===== src/rtl/mix_char_feeder.sv =====
// Streams MIX words as ASCII characters to a UART transmitter, five characters
// per word, with a CR LF after each I/O block or every WORDS_PER_LINE words.
module mix_char_feeder #(
  parameter int unsigned WORDS_PER_LINE = 14
) (
  input  logic        clk,
  input  logic        resetn,
  input  logic [29:0] word_in,
  input  logic        word_valid,
  input  logic        block_end,
  output logic        word_ready,
  output logic [6:0]  tx_data,
  output logic        tx_load,
  input  logic        tx_ready,
  output logic        busy
);

  localparam int unsigned WordW = 30;
  localparam int unsigned CodeW = 6;
  localparam int unsigned CharW = 7;
  localparam int unsigned IdxW  = 3;
  localparam int unsigned CntW  = 5;

  localparam logic [CharW-1:0] AsciiCr = 7'h0D;
  localparam logic [CharW-1:0] AsciiLf = 7'h0A;
  localparam logic [IdxW-1:0]  LastIdx = 3'd4;

  typedef enum logic [1:0] {
    ST_IDLE,
    ST_CHAR,
    ST_CR,
    ST_LF
  } state_e;

  state_e            state_q, state_d;
  logic [WordW-1:0]  word_q, word_d;
  logic              blk_q, blk_d;
  logic [IdxW-1:0]   idx_q, idx_d;
  logic [CntW-1:0]   cnt_q, cnt_d;
  logic [CntW-1:0]   cnt_inc_c;
  logic [CharW-1:0]  data_q, data_d;
  logic              load_q, load_d;
  logic              ready_q, ready_d;
  logic              busy_q, busy_d;
  logic              consume_c;

  // MIX character code to ASCII; punctuation block and out-of-range codes decoded explicitly.
  function automatic logic [CharW-1:0] mix_to_ascii(input logic [CodeW-1:0] code);
    logic [CharW-1:0] c7;
    c7 = CharW'(code);
    if (code == 6'd0)       mix_to_ascii = 7'h20;
    else if (code <= 6'd9)  mix_to_ascii = c7 + 7'h40;
    else if (code == 6'd10) mix_to_ascii = 7'h7E;
    else if (code <= 6'd19) mix_to_ascii = c7 + 7'h3F;
    else if (code == 6'd20) mix_to_ascii = 7'h5B;
    else if (code == 6'd21) mix_to_ascii = 7'h23;
    else if (code <= 6'd29) mix_to_ascii = c7 + 7'h3D;
    else if (code <= 6'd39) mix_to_ascii = c7 + 7'h12;
    else begin
      case (code)
        6'd40:   mix_to_ascii = 7'h2E;
        6'd41:   mix_to_ascii = 7'h2C;
        6'd42:   mix_to_ascii = 7'h28;
        6'd43:   mix_to_ascii = 7'h29;
        6'd44:   mix_to_ascii = 7'h2B;
        6'd45:   mix_to_ascii = 7'h2D;
        6'd46:   mix_to_ascii = 7'h2A;
        6'd47:   mix_to_ascii = 7'h2F;
        6'd48:   mix_to_ascii = 7'h3D;
        6'd49:   mix_to_ascii = 7'h24;
        6'd50:   mix_to_ascii = 7'h3C;
        6'd51:   mix_to_ascii = 7'h3E;
        6'd52:   mix_to_ascii = 7'h40;
        6'd53:   mix_to_ascii = 7'h3B;
        6'd54:   mix_to_ascii = 7'h3A;
        6'd55:   mix_to_ascii = 7'h27;
        default: mix_to_ascii = 7'h3F;
      endcase
    end
  endfunction

  // Byte 1 sits in the most significant six bits.
  function automatic logic [CodeW-1:0] code_at(input logic [WordW-1:0] w,
                                               input logic [IdxW-1:0]  idx);
    case (idx)
      3'd0:    code_at = w[29:24];
      3'd1:    code_at = w[23:18];
      3'd2:    code_at = w[17:12];
      3'd3:    code_at = w[11:6];
      default: code_at = w[5:0];
    endcase
  endfunction

  assign consume_c = load_q & tx_ready;
  assign cnt_inc_c = cnt_q + CntW'(1);

  // Next-state and registered-output logic.
  always_comb begin
    state_d = state_q;
    word_d  = word_q;
    blk_d   = blk_q;
    idx_d   = idx_q;
    cnt_d   = cnt_q;
    data_d  = data_q;
    load_d  = load_q;

    case (state_q)
      ST_IDLE: begin
        if (ready_q && word_valid) begin
          word_d  = word_in;
          blk_d   = block_end;
          idx_d   = '0;
          data_d  = mix_to_ascii(code_at(word_in, 3'd0));
          load_d  = 1'b1;
          state_d = ST_CHAR;
        end
      end
      ST_CHAR: begin
        if (consume_c) begin
          if (idx_q == LastIdx) begin
            cnt_d = cnt_inc_c;
            if (blk_q || (cnt_inc_c == CntW'(WORDS_PER_LINE))) begin
              data_d  = AsciiCr;
              state_d = ST_CR;
            end else begin
              load_d  = 1'b0;
              state_d = ST_IDLE;
            end
          end else begin
            idx_d  = idx_q + IdxW'(1);
            data_d = mix_to_ascii(code_at(word_q, idx_q + IdxW'(1)));
          end
        end
      end
      ST_CR: begin
        if (consume_c) begin
          data_d  = AsciiLf;
          state_d = ST_LF;
        end
      end
      ST_LF: begin
        if (consume_c) begin
          cnt_d   = '0;
          load_d  = 1'b0;
          state_d = ST_IDLE;
        end
      end
      default: begin
        load_d  = 1'b0;
        state_d = ST_IDLE;
      end
    endcase

    ready_d = (state_d == ST_IDLE);
    busy_d  = (state_d != ST_IDLE);
  end

  always_ff @(posedge clk or negedge resetn) begin
    if (!resetn) begin
      state_q <= ST_IDLE;
      word_q  <= '0;
      blk_q   <= 1'b0;
      idx_q   <= '0;
      cnt_q   <= '0;
      data_q  <= '0;
      load_q  <= 1'b0;
      ready_q <= 1'b0;
      busy_q  <= 1'b0;
    end else begin
      state_q <= state_d;
      word_q  <= word_d;
      blk_q   <= blk_d;
      idx_q   <= idx_d;
      cnt_q   <= cnt_d;
      data_q  <= data_d;
      load_q  <= load_d;
      ready_q <= ready_d;
      busy_q  <= busy_d;
    end
  end

  assign word_ready = ready_q;
  assign tx_data    = data_q;
  assign tx_load    = load_q;
  assign busy       = busy_q;

endmodule


===== config.mk =====
export PLATFORM = sky130hd
export DESIGN_NAME = mix_char_feeder
export DESIGN_NICKNAME = d
export VERILOG_FILES = /design/src/rtl/mix_char_feeder.sv
export SDC_FILE = /design/constraint.sdc
export NUM_CORES = 1
export LEC_CHECK = 0
export CAP_MARGIN = 15
export CORE_MARGIN = 2
export CORE_UTILIZATION = 53
export DETAILED_ROUTE_END_ITERATION = 7
export PLACE_DENSITY = 0.77
export RECOVER_POWER = 25
export SLEW_MARGIN = 25
export SYNTH_ARGS = -nofsm -noshare
export SYNTH_HDL_FRONTEND = slang
export SYNTH_SLANG_ARGS = --single-unit

===== constraint.sdc =====
create_clock -name clk -period 4 [get_ports clk]
set_clock_uncertainty 0.2 [all_clocks]
set_input_delay 0.4 -clock clk [delete_from_list [all_inputs] [get_ports clk]]
set_output_delay 0.4 -clock clk [all_outputs]
set_load 0.005 [all_outputs]

==> impl_metrics.csv, run 1 <==
group,metric,value,unit
final_layout,fill_cells,704,
power_and_ir_drop,power.density,1010,nW/um2
synthesis,synthTopCellsByCount,"dfrtp_1 (51), o21ai_0 (44), nand2_1 (35)",
timing,slew_viol_final,40,
place,placedCellCount,631,
synthesis,synthTopCellsByArea,"dfrtp_1 (29%), ha_1 (8.2%), mux2_2 (6.9%)",
critical_path,required,4.07,ns
critical_path,rr_worst_depth,11,
critical_path,crit_slowest_cell,"o41ai_1",
clock_network,numCtsBuffers,5,
synthesis,synth_edf_count,0,
timing,fin_crit_sh,0.932,
critical_path,worstPathArrival,3.80,ns
place,io_buffers,44,
timing,rsz0062_at_grt,"no",
floorplanning,num_rows,33,
critical_path,endpoint,"tx_data[5]$_DFFE_PN0P_",
drt,num_vias,4194,
floorplanning,dieHeight,95.1,um
critical_path,r2r_start,"idx_q[0]$_DFFE_PN0P_",
critical_path,worst-path-buf-inv,1,
drt,drtPass1Iterations,5,
critical_path,worst-setup-path-type,"reg -> reg",
outcome,violations,"capacitance limit, slew limit",
drt,ant_nets,0,
final_layout,num_antenna_cells,0,
drt,vias_per_cell,6.55,
clock_network,cts.sinks,51,
clock_network,cts_root_buffer,"clkbuf_8",
grt,grt_pass1_wl,19900,um
final_layout,finalNetCount,598,
critical_path,path_depth,11,
drt,drc,0,
grt,grt_max_degree,40,
timing,worst_slew_pin_slew,1.99,ns
synthesis,yosysSeqAreaShare,0.290,
drt,wl_per_cell,18.7,um
synthesis,netlist_area,4400,um2
floorplanning,initial_core_util,0.541,
power_and_ir_drop,ir_drop,0.418,mV
final_layout,finalNonFillerCells,640,
synthesis,synth_fp_nets,560,
grt,grtUsageMet3,0.0379,
place,gp_congestion,0.995,
clock_network,clkLatencyLatePin,0.32,ns
clock_network,cts.path.max_buffers,2,
floorplanning,fp.coreArea,8130,um2
floorplanning,ios,45,
grt,grt_antenna_before_repair,0,
synthesis,synthDistinctLibCells,87,
timing,final_hold_viol_count,0,
synthesis,synth.most_common_cell,"dfrtp_1",
synthesis,synth_ff_type,"dfrtp_1",
timing,setup_violations,0,
clock_network,clk_pin_slew,0.11,ns
critical_path,cp_max_fo,9,
synthesis,synth_cells,496,
final_layout,drive_gt1_frac,0.159,
drt,drt_iter0_markers,291,
place,hpwl,9000,um
grt,grt_pass1_vias,3976,
critical_path,cp_top_family,"compound AO/OA/AOI/OAI gates",
synthesis,ys_ff_latch,51,
grt,grtUsageMet2,0.445,
grt,top_usage_layer,"met2",
critical_path,regToRegSetupSlack,0.27,ns
critical_path,crit_chain,"ha_1 > xor2_2 > a21oi_1 > nor2_1 > inv_2 > ha_1 > or2_2 > a21oi_1 > nor3_1 > o41ai_1 > a22o_1",
timing,timing.setup.tns,0,ns
critical_path,slowest_delay,0.45,ns
grt,use_met1,0.380,
synthesis,avgSynthCellArea,8.88,um2
timing,slew_headroom,-0.329,
synthesis,yosysWarnings,0,
final_layout,area_delta_synth_final,14.5,%
floorplanning,dieArea,9050,um2
synthesis,synth_area_leader_cell,"dfrtp_1",
timing,fmax,268,MHz
outcome,status,"complete, but fails checks",
floorplanning,fp.dieW,95.1,um
grt,gr-total-overflow,0,
synthesis,synthArstFlopShare,1.00,
clock_network,cts_tree,"yes",
clock_network,post-cts-setup-buffers,0,
synthesis,synth.top_cell.area_share,0.290,
power_and_ir_drop,p_leak,0.00202,uW
critical_path,worst_setup_path_end_kind,"flip-flop",
timing,period_minus_slack,3.73,ns
grt,globalRouteTotalUtil,0.281,
worst_hold_path,hp-class,"reg -> reg",
critical_path,crit_path_start_kind,"flip-flop",
drt,wirelength,11900,um
critical_path,worst_r2r_endpoint,"tx_data[5]$_DFFE_PN0P_",
clock_network,ctsHtreeMaxLevel,2,
critical_path,worstSetupStartpoint,"idx_q[0]$_DFFE_PN0P_",
run,drv_cap,1,
## registers in the layout, summed over array words and instances (netlist names)
name and cells:
state_q 2, word_q 30, busy 1, tx_data 7
cnt_q 5, tx_load 1, word_ready 1, blk_q 1
idx_q 3
## kinds of logic (layout without fill, tap and decap cells)
logic type               Yosys count  after routing  synth area share
adder cells (fa/ha/maj)           29             29            0.0824
XOR/XNOR                          10             10            0.0233
AO/OA/AOI/OAI                    191            191             0.312
AND/OR/NAND/NOR                  130            130             0.159
multiplexers                      29             29            0.0736
flip-flops                        51             51             0.290
buffers and inverters             56             95            0.0597
## worst min-delay path: cells and delay by family (launching register included)
kind            cells  cell delay, ns
compound gates      1            0.06
flops               1            0.36
simple gates        1            0.04
## per-layer routing
layer | wire [um] | part of all wire
met1 | 5090 | 0.43
met2 | 5580 | 0.47
met3 | 854 | 0.072
met4 | 414 | 0.035
met5 | 0 | 0
## worst min path at each step
stage                                  end  depth (start not counted)              startpoint
floorplan                blk_q$_DFFE_PN0P_                          0                  resetn
global placement      cnt_q[2]$_DFFE_PN0P_                          1                  resetn
detailed placement    cnt_q[2]$_DFFE_PN0P_                          1                  resetn
CTS                   word_ready$_DFF_PN0_                          2                  resetn
global route          cnt_q[4]$_DFFE_PN0P_                          1    cnt_q[4]$_DFFE_PN0P_
finish              word_q[24]$_DFFE_PN0P_                          2  word_q[24]$_DFFE_PN0P_
## through the flow
step / hold WS [ns] / util / setup slack, ns / total power (uW) / cell area (um2)
after floorplan: -0.0956 / - / 0.237 / 3730 / 4400
after global placement: 0.113 / 0.607 / 0.289 / 4650 / 4930
after detailed placement: 0.113 / 0.607 / 0.187 / 4660 / 4930
after CTS: 0.298 / 0.619 / 0.165 / 5000 / 5040
after global routing: 0.315 / 0.620 / 0.0272 / 5470 / 5040
final: 0.295 / 0.620 / 0.272 / 5100 / 5040
## area by class of cell
type	count	area (um2)	share of cell area
multi-input cells	389	2880	0.570
flip-flops and latches	51	1280	0.253
repair buffers	63	576	0.114
well taps	105	131	0.0260
inverters	24	92.6	0.0184
clock buffers	5	68.8	0.0136
clock inverters	3	23.8	0.00471
## cell usage in the layout (no fill, tap or decap), types with 4 or more instances in the layout
master           netlist  layout
dfrtp_1               51      51
xnor2_1                7       7
ha_1                  29      29
nand2b_1               4       4
mux2_2                27      27
nor4_1                 7       7
buf_4                  1      17
o31ai_1                6       6
a22o_1                 9       9
o21ai_1                4       4
a2111oi_0              4       4
nand2_1               35      35
or2_2                  4       4
nand3_1               18      18
clkdlybuf4s50_1        0      43
a211oi_1               9       8
nor2b_1                4       4
a31oi_1                7       7
nor2_1                22      22
o22ai_1                7       6
o21ai_0               44      44
nor3_1                12      12
inv_1                 19      19
o211ai_1              10      10
a21oi_1               30      30
clkbuf_8               0       5
a22oi_1                8       8
a221o_1                4       4
## what timing repair did
item,4_1_cts,5_1_grt
setup endpoints to repair,0,3
resized for setup,0,2
hold endpoints to repair,12,0
hold buffers,1,0
## power breakdown
part           total [uW]  internal (uW)  switching [uW]
Clock                 324            127             197
Combinational        3850           1560            2300
Sequential            922            749             173
Power figures use the tool's default switching activity.
==> run 2, diff against run 1 <==
--- a/config.mk
+++ b/config.mk
@@ -7,9 +7,9 @@
 export LEC_CHECK = 0
 export CAP_MARGIN = 15
 export CORE_MARGIN = 2
-export CORE_UTILIZATION = 53
+export CORE_UTILIZATION = 50
 export DETAILED_ROUTE_END_ITERATION = 7
-export PLACE_DENSITY = 0.77
+export PLACE_DENSITY = 0.71
 export RECOVER_POWER = 25
 export SLEW_MARGIN = 25
 export SYNTH_ARGS = -nofsm -noshare
==> constraint.sdc (replaced) <==
create_clock -name clk -period 4.6 [get_ports clk]
set_clock_uncertainty 0.2 [all_clocks]
set_input_delay 0.46 -clock clk [delete_from_list [all_inputs] [get_ports clk]]
set_output_delay 0.46 -clock clk [all_outputs]
set_load 0.005 [all_outputs]
==> impl_metrics.csv, run 2 (same netlist as run 1, synthesis figures left out) <==
group,metric,value,unit
outcome,status,"complete, but fails checks",
outcome,violations,"capacitance limit, slew limit",
clock_network,cts_resized,0,
timing,setup_violations,0,
drt,wirelength,11600,um
timing,slew_headroom,-0.791,
critical_path,worst-setup-path-type,"reg -> reg",
place,io_buffers,44,
drt,wl_per_cell,18.4,um
critical_path,cp_max_fo,11,
floorplanning,fp.dieW,97.8,um
timing,rsz0062_at_grt,"no",
grt,globalRouteTotalUtil,0.242,
floorplanning,dieHeight,97.8,um
clock_network,clkLatencyLatePin,0.31,ns
timing,fin_crit_sh,0.897,
power_and_ir_drop,p_leak,0.00196,uW
clock_network,cts_root_buffer,"clkbuf_8",
worst_hold_path,hp-class,"reg -> reg",
timing,hold_ws,0.290,ns
clock_network,cts.path.max_buffers,2,
floorplanning,dieArea,9570,um2
final_layout,regMostFlops,"word_q",
timing,slew_viol_final,52,
grt,gr-total-overflow,0,
clock_network,cts_tree,"yes",
final_layout,drive_gt1_frac,0.140,
timing,timing.setup.tns,0,ns
power_and_ir_drop,ir_drop,0.389,mV
timing,worst_slew_pin_slew,2.69,ns
drt,num_vias,4016,
timing,period_minus_slack,4.13,ns
drt,drc,0,
floorplanning,fp.coreArea,8640,um2
grt,grt_max_degree,52,
clock_network,post-cts-setup-buffers,0,
critical_path,required,4.60,ns
drt,vias_per_cell,6.36,
drt,ant_nets,0,
final_layout,finalNetCount,586,
critical_path,worst_setup_path_end_kind,"flip-flop",
floorplanning,num_rows,34,
clock_network,clk_pin_slew,0.12,ns
floorplanning,initial_core_util,0.510,
drt,drtPass1Iterations,5,
grt,grt_pass1_vias,3763,
clock_network,ctsHtreeMaxLevel,2,
timing,final_hold_viol_count,0,
place,gp_congestion,0.978,
timing,fmax,242,MHz
grt,grt_antenna_before_repair,0,
place,hpwl,8570,um
critical_path,crit_path_start_kind,"flip-flop",
run,drv_cap,1,
clock_network,numCtsBuffers,5,
drt,drt_iter0_markers,236,
floorplanning,ios,45,
clock_network,cts.sinks,51,
final_layout,mostFrequentLayoutCells,"dfrtp_1 (51), o21ai_0 (44), clkdlybuf4s50_1 (43)",
final_layout,area_delta_synth_final,12.4,%
power_and_ir_drop,power.density,867,nW/um2
final_layout,largest_register_ffs,30,
grt,grt_pass1_wl,19200,um
clock_network,cts_hold_buffers,0,
final_layout,final_common_cell,"dfrtp_1",
final_layout,num_antenna_cells,0,
critical_path,worstPathArrival,4.13,ns
==> run 2: cell count changes in the layout (fill, tap and decap cells not counted) <==
cell,previous run,this run
a211oi_2,1,0
a211oi_1,8,9
o22ai_1,6,7
dlygate4sd3_1,1,0
buf_2,0,1
clkinv_2,1,0
o22ai_2,1,0
buf_4,17,6
clkbuf_1,2,1
inv_6,0,1
==> run 2: metrics by stage <==
step / setup slack, ns / std cells / area [um2] / total power [uW] / util
3_5_place_dp: 0.542 / 623 / 4860 / 3930 / 0.562
5_1_grt: 0.206 / 631 / 4950 / 4590 / 0.573
2_1_floorplan: 0.837 / 496 / 4400 / 3240 / -
6_report: 0.475 / 631 / 4950 / 4290 / 0.573
4_1_cts: 0.537 / 631 / 4950 / 4230 / 0.573
3_3_place_gp: 0.698 / 623 / 4860 / 3960 / 0.562
==> run 2: final timing paths <==
| kind | from | to | slack [ns] | depth (start not counted) |
|---|---|---|---|---|
| max | idx_q[0]$_DFFE_PN0P_ | tx_data[2]$_DFFE_PN0P_ | 0.47 | 12 |
| min | cnt_q[4]$_DFFE_PN0P_ | cnt_q[4]$_DFFE_PN0P_ | 0.29 | 1 |
| max reg2reg | idx_q[0]$_DFFE_PN0P_ | tx_data[2]$_DFFE_PN0P_ | 0.47 | 12 |
| min reg2reg | cnt_q[4]$_DFFE_PN0P_ | cnt_q[4]$_DFFE_PN0P_ | 0.29 | 1 |
| max in group asynchronous | resetn | word_q[29]$_DFFE_PN0P_ | 1.80 | 2 |
| min in group asynchronous | resetn | busy$_DFF_PN0_ | 0.87 | 2 |
==> run 2: critical path, stage by stage (launching register included) <==
cell      delay (ns)
dfrtp_1         0.44
inv_1           0.11
ha_1            0.36
or4_4           0.70
a21boi_2        0.23
nor2_1          0.14
ha_1            0.36
or2_2           0.38
o22ai_1         0.36
a211oi_1        0.14
a311o_1         0.35
a31oi_1         0.15
o211ai_1        0.09
==> run 2: report_power, final <==
part | internal, uW | switching [uW] | total [uW]
clock network | 113 | 176 | 289
registers | 651 | 143 | 794
logic | 1250 | 1950 | 3210
total | 2020 | 2270 | 4290
==> run 2: final cells by class <==
cell class                 count  area, um2
clock inverter                 3       27.5
multi-input combinational    389       2860
inverter                      24       92.6
tap                          108        135
sequential                    51       1280
timing repair buffer          51        484
clock buffer                   5       68.8
fill                         794       3690
==> run 2: metal layers <==
metal,track usage,share of wire
met2,0.387,0.46
met3,0.0229,0.054
met1,0.347,0.46
met5,0,0
met4,0.0737,0.023
==> run 3, diff against run 2 <==
--- a/config.mk
+++ b/config.mk
@@ -11,6 +11,7 @@
 export DETAILED_ROUTE_END_ITERATION = 7
 export PLACE_DENSITY = 0.71
 export RECOVER_POWER = 25
+export REMOVE_ABC_BUFFERS = 1
 export SLEW_MARGIN = 25
 export SYNTH_ARGS = -nofsm -noshare
 export SYNTH_HDL_FRONTEND = slang
==> impl_metrics.csv, run 3 (same netlist as run 1, synthesis figures left out) <==
group,metric,value,unit
critical_path,slowest_delay,0.70,ns
place,hpwl,8660,um
final_layout,register_area,1280,um2
clock_network,cts.path.max_buffers,2,
critical_path,crit_path_start_kind,"flip-flop",
critical_path,worstPathArrival,4.10,ns
grt,gr-total-overflow,0,
outcome,status,"complete, but fails checks",
floorplanning,ios,45,
final_layout,finalNonFillerCells,632,
drt,drc,0,
timing,final_hold_viol_count,0,
drt,drtPass1Iterations,4,
grt,grt_max_degree,52,
place,gp_congestion,0.938,
clock_network,cts_resized,0,
floorplanning,dieHeight,97.8,um
final_layout,finalNetCount,587,
critical_path,worst-setup-path-type,"reg -> reg",
place,placedCellCount,624,
floorplanning,fp.coreArea,8640,um2
grt,grt_pass1_vias,3847,
power_and_ir_drop,power.density,865,nW/um2
clock_network,cts.sinks,51,
timing,worst_slew_pin_slew,2.70,ns
critical_path,cp_max_fo,11,
drt,wl_per_cell,18.7,um
critical_path,cp_top_family,"compound AO/OA/AOI/OAI gates",
clock_network,numCtsBuffers,5,
critical_path,worst-path-buf-inv,1,
critical_path,required,4.60,ns
timing,rsz0062_at_grt,"no",
clock_network,clkLatencyLatePin,0.32,ns
timing,fin_crit_sh,0.892,
grt,globalRouteTotalUtil,0.245,
clock_network,ctsHtreeMaxLevel,2,
drt,wirelength,11800,um
grt,grt_antenna_before_repair,0,
floorplanning,initial_core_util,0.510,
timing,slew_headroom,-0.801,
drt,vias_per_cell,6.39,
final_layout,mostFrequentLayoutCells,"dfrtp_1 (51), o21ai_0 (44), clkdlybuf4s50_1 (43)",
timing,hold_ws,0.292,ns
critical_path,crit_slowest_cell,"or4_4",
clock_network,cts_root_buffer,"clkbuf_8",
floorplanning,fp.dieW,97.8,um
clock_network,cts_tree,"yes",
critical_path,worst_setup_path_end_kind,"flip-flop",
drt,drt_iter0_markers,245,
final_layout,multi_input_area,2860,um2
power_and_ir_drop,ir_drop,0.382,mV
final_layout,final_common_cell,"dfrtp_1",
clock_network,clk_pin_slew,0.11,ns
final_layout,drive_gt1_frac,0.141,
final_layout,area_delta_synth_final,12.6,%
timing,timing.setup.tns,0,ns
timing,fmax,244,MHz
floorplanning,dieArea,9570,um2
critical_path,crit_chain,"inv_1 > ha_1 > or4_4 > a21boi_2 > nor2_1 > ha_1 > or2_2 > o22ai_1 > a211oi_1 > a311o_1 > a31oi_1 > o211ai_1",
drt,ant_nets,0,
floorplanning,num_rows,34,
timing,setup_violations,0,
drt,num_vias,4037,
power_and_ir_drop,p_leak,0.00197,uW
final_layout,final_util,0.574,
timing,period_minus_slack,4.10,ns
clock_network,post-cts-setup-buffers,0,
run,drv_cap,1,
worst_hold_path,hp-class,"reg -> reg",
critical_path,crit_top_cell,"ha_1",
place,io_buffers,44,
clock_network,cts_hold_buffers,0,
grt,grt_pass1_wl,19500,um
final_layout,largest_register_ffs,30,
final_layout,regMostFlops,"word_q",
outcome,violations,"capacitance limit, slew limit",
final_layout,fill_cells,773,
timing,slew_viol_final,52,
final_layout,num_antenna_cells,0,
[run 3: worst paths after layout]
path | slack [ns] | cells past startpoint | start | to
setup / recovery | 0.50 | 12 | idx_q[0]$_DFFE_PN0P_ | tx_data[2]$_DFFE_PN0P_
hold / removal | 0.29 | 1 | cnt_q[4]$_DFFE_PN0P_ | cnt_q[4]$_DFFE_PN0P_
setup reg to reg | 0.50 | 12 | idx_q[0]$_DFFE_PN0P_ | tx_data[2]$_DFFE_PN0P_
hold reg to reg | 0.29 | 1 | cnt_q[4]$_DFFE_PN0P_ | cnt_q[4]$_DFFE_PN0P_
max in group asynchronous | 1.78 | 2 | resetn | word_q[0]$_DFFE_PN0P_
min in group asynchronous | 0.89 | 2 | resetn | tx_data[3]$_DFFE_PN0P_
[run 3: area by class of cell]
class                      count  share of cell area
clock buffer                   5              0.0139
inverter                      24              0.0187
multi-input combinational    389               0.578
clock inverter                 3             0.00555
sequential                    51               0.258
timing repair buffer          52              0.0992
tap                          108              0.0273
[run 3: power by group]
group	switching [uW]	total (uW)	internal, uW
clock network	170	282	112
logic	1950	3200	1260
registers	148	799	651
total	2270	4290	2020
[run 3: stage by stage]
step | worst slack [ns] | power, uW | cell area [um2]
global route | 0.253 | 4600 | 4960
global placement | 0.709 | 3930 | 4860
floorplan | 0.965 | 3090 | 4230
CTS | 0.535 | 4220 | 4960
detailed placement | 0.556 | 3930 | 4860
finish | 0.498 | 4290 | 4960
[run 3: layer usage]
layer	vias up	wire, um	global-route usage
met1	1932	5590	0.355
met2	144	5340	0.383
li1	1941	-	-
met4	0	236	0.0662
met5	-	0	0
met3	20	633	0.0365
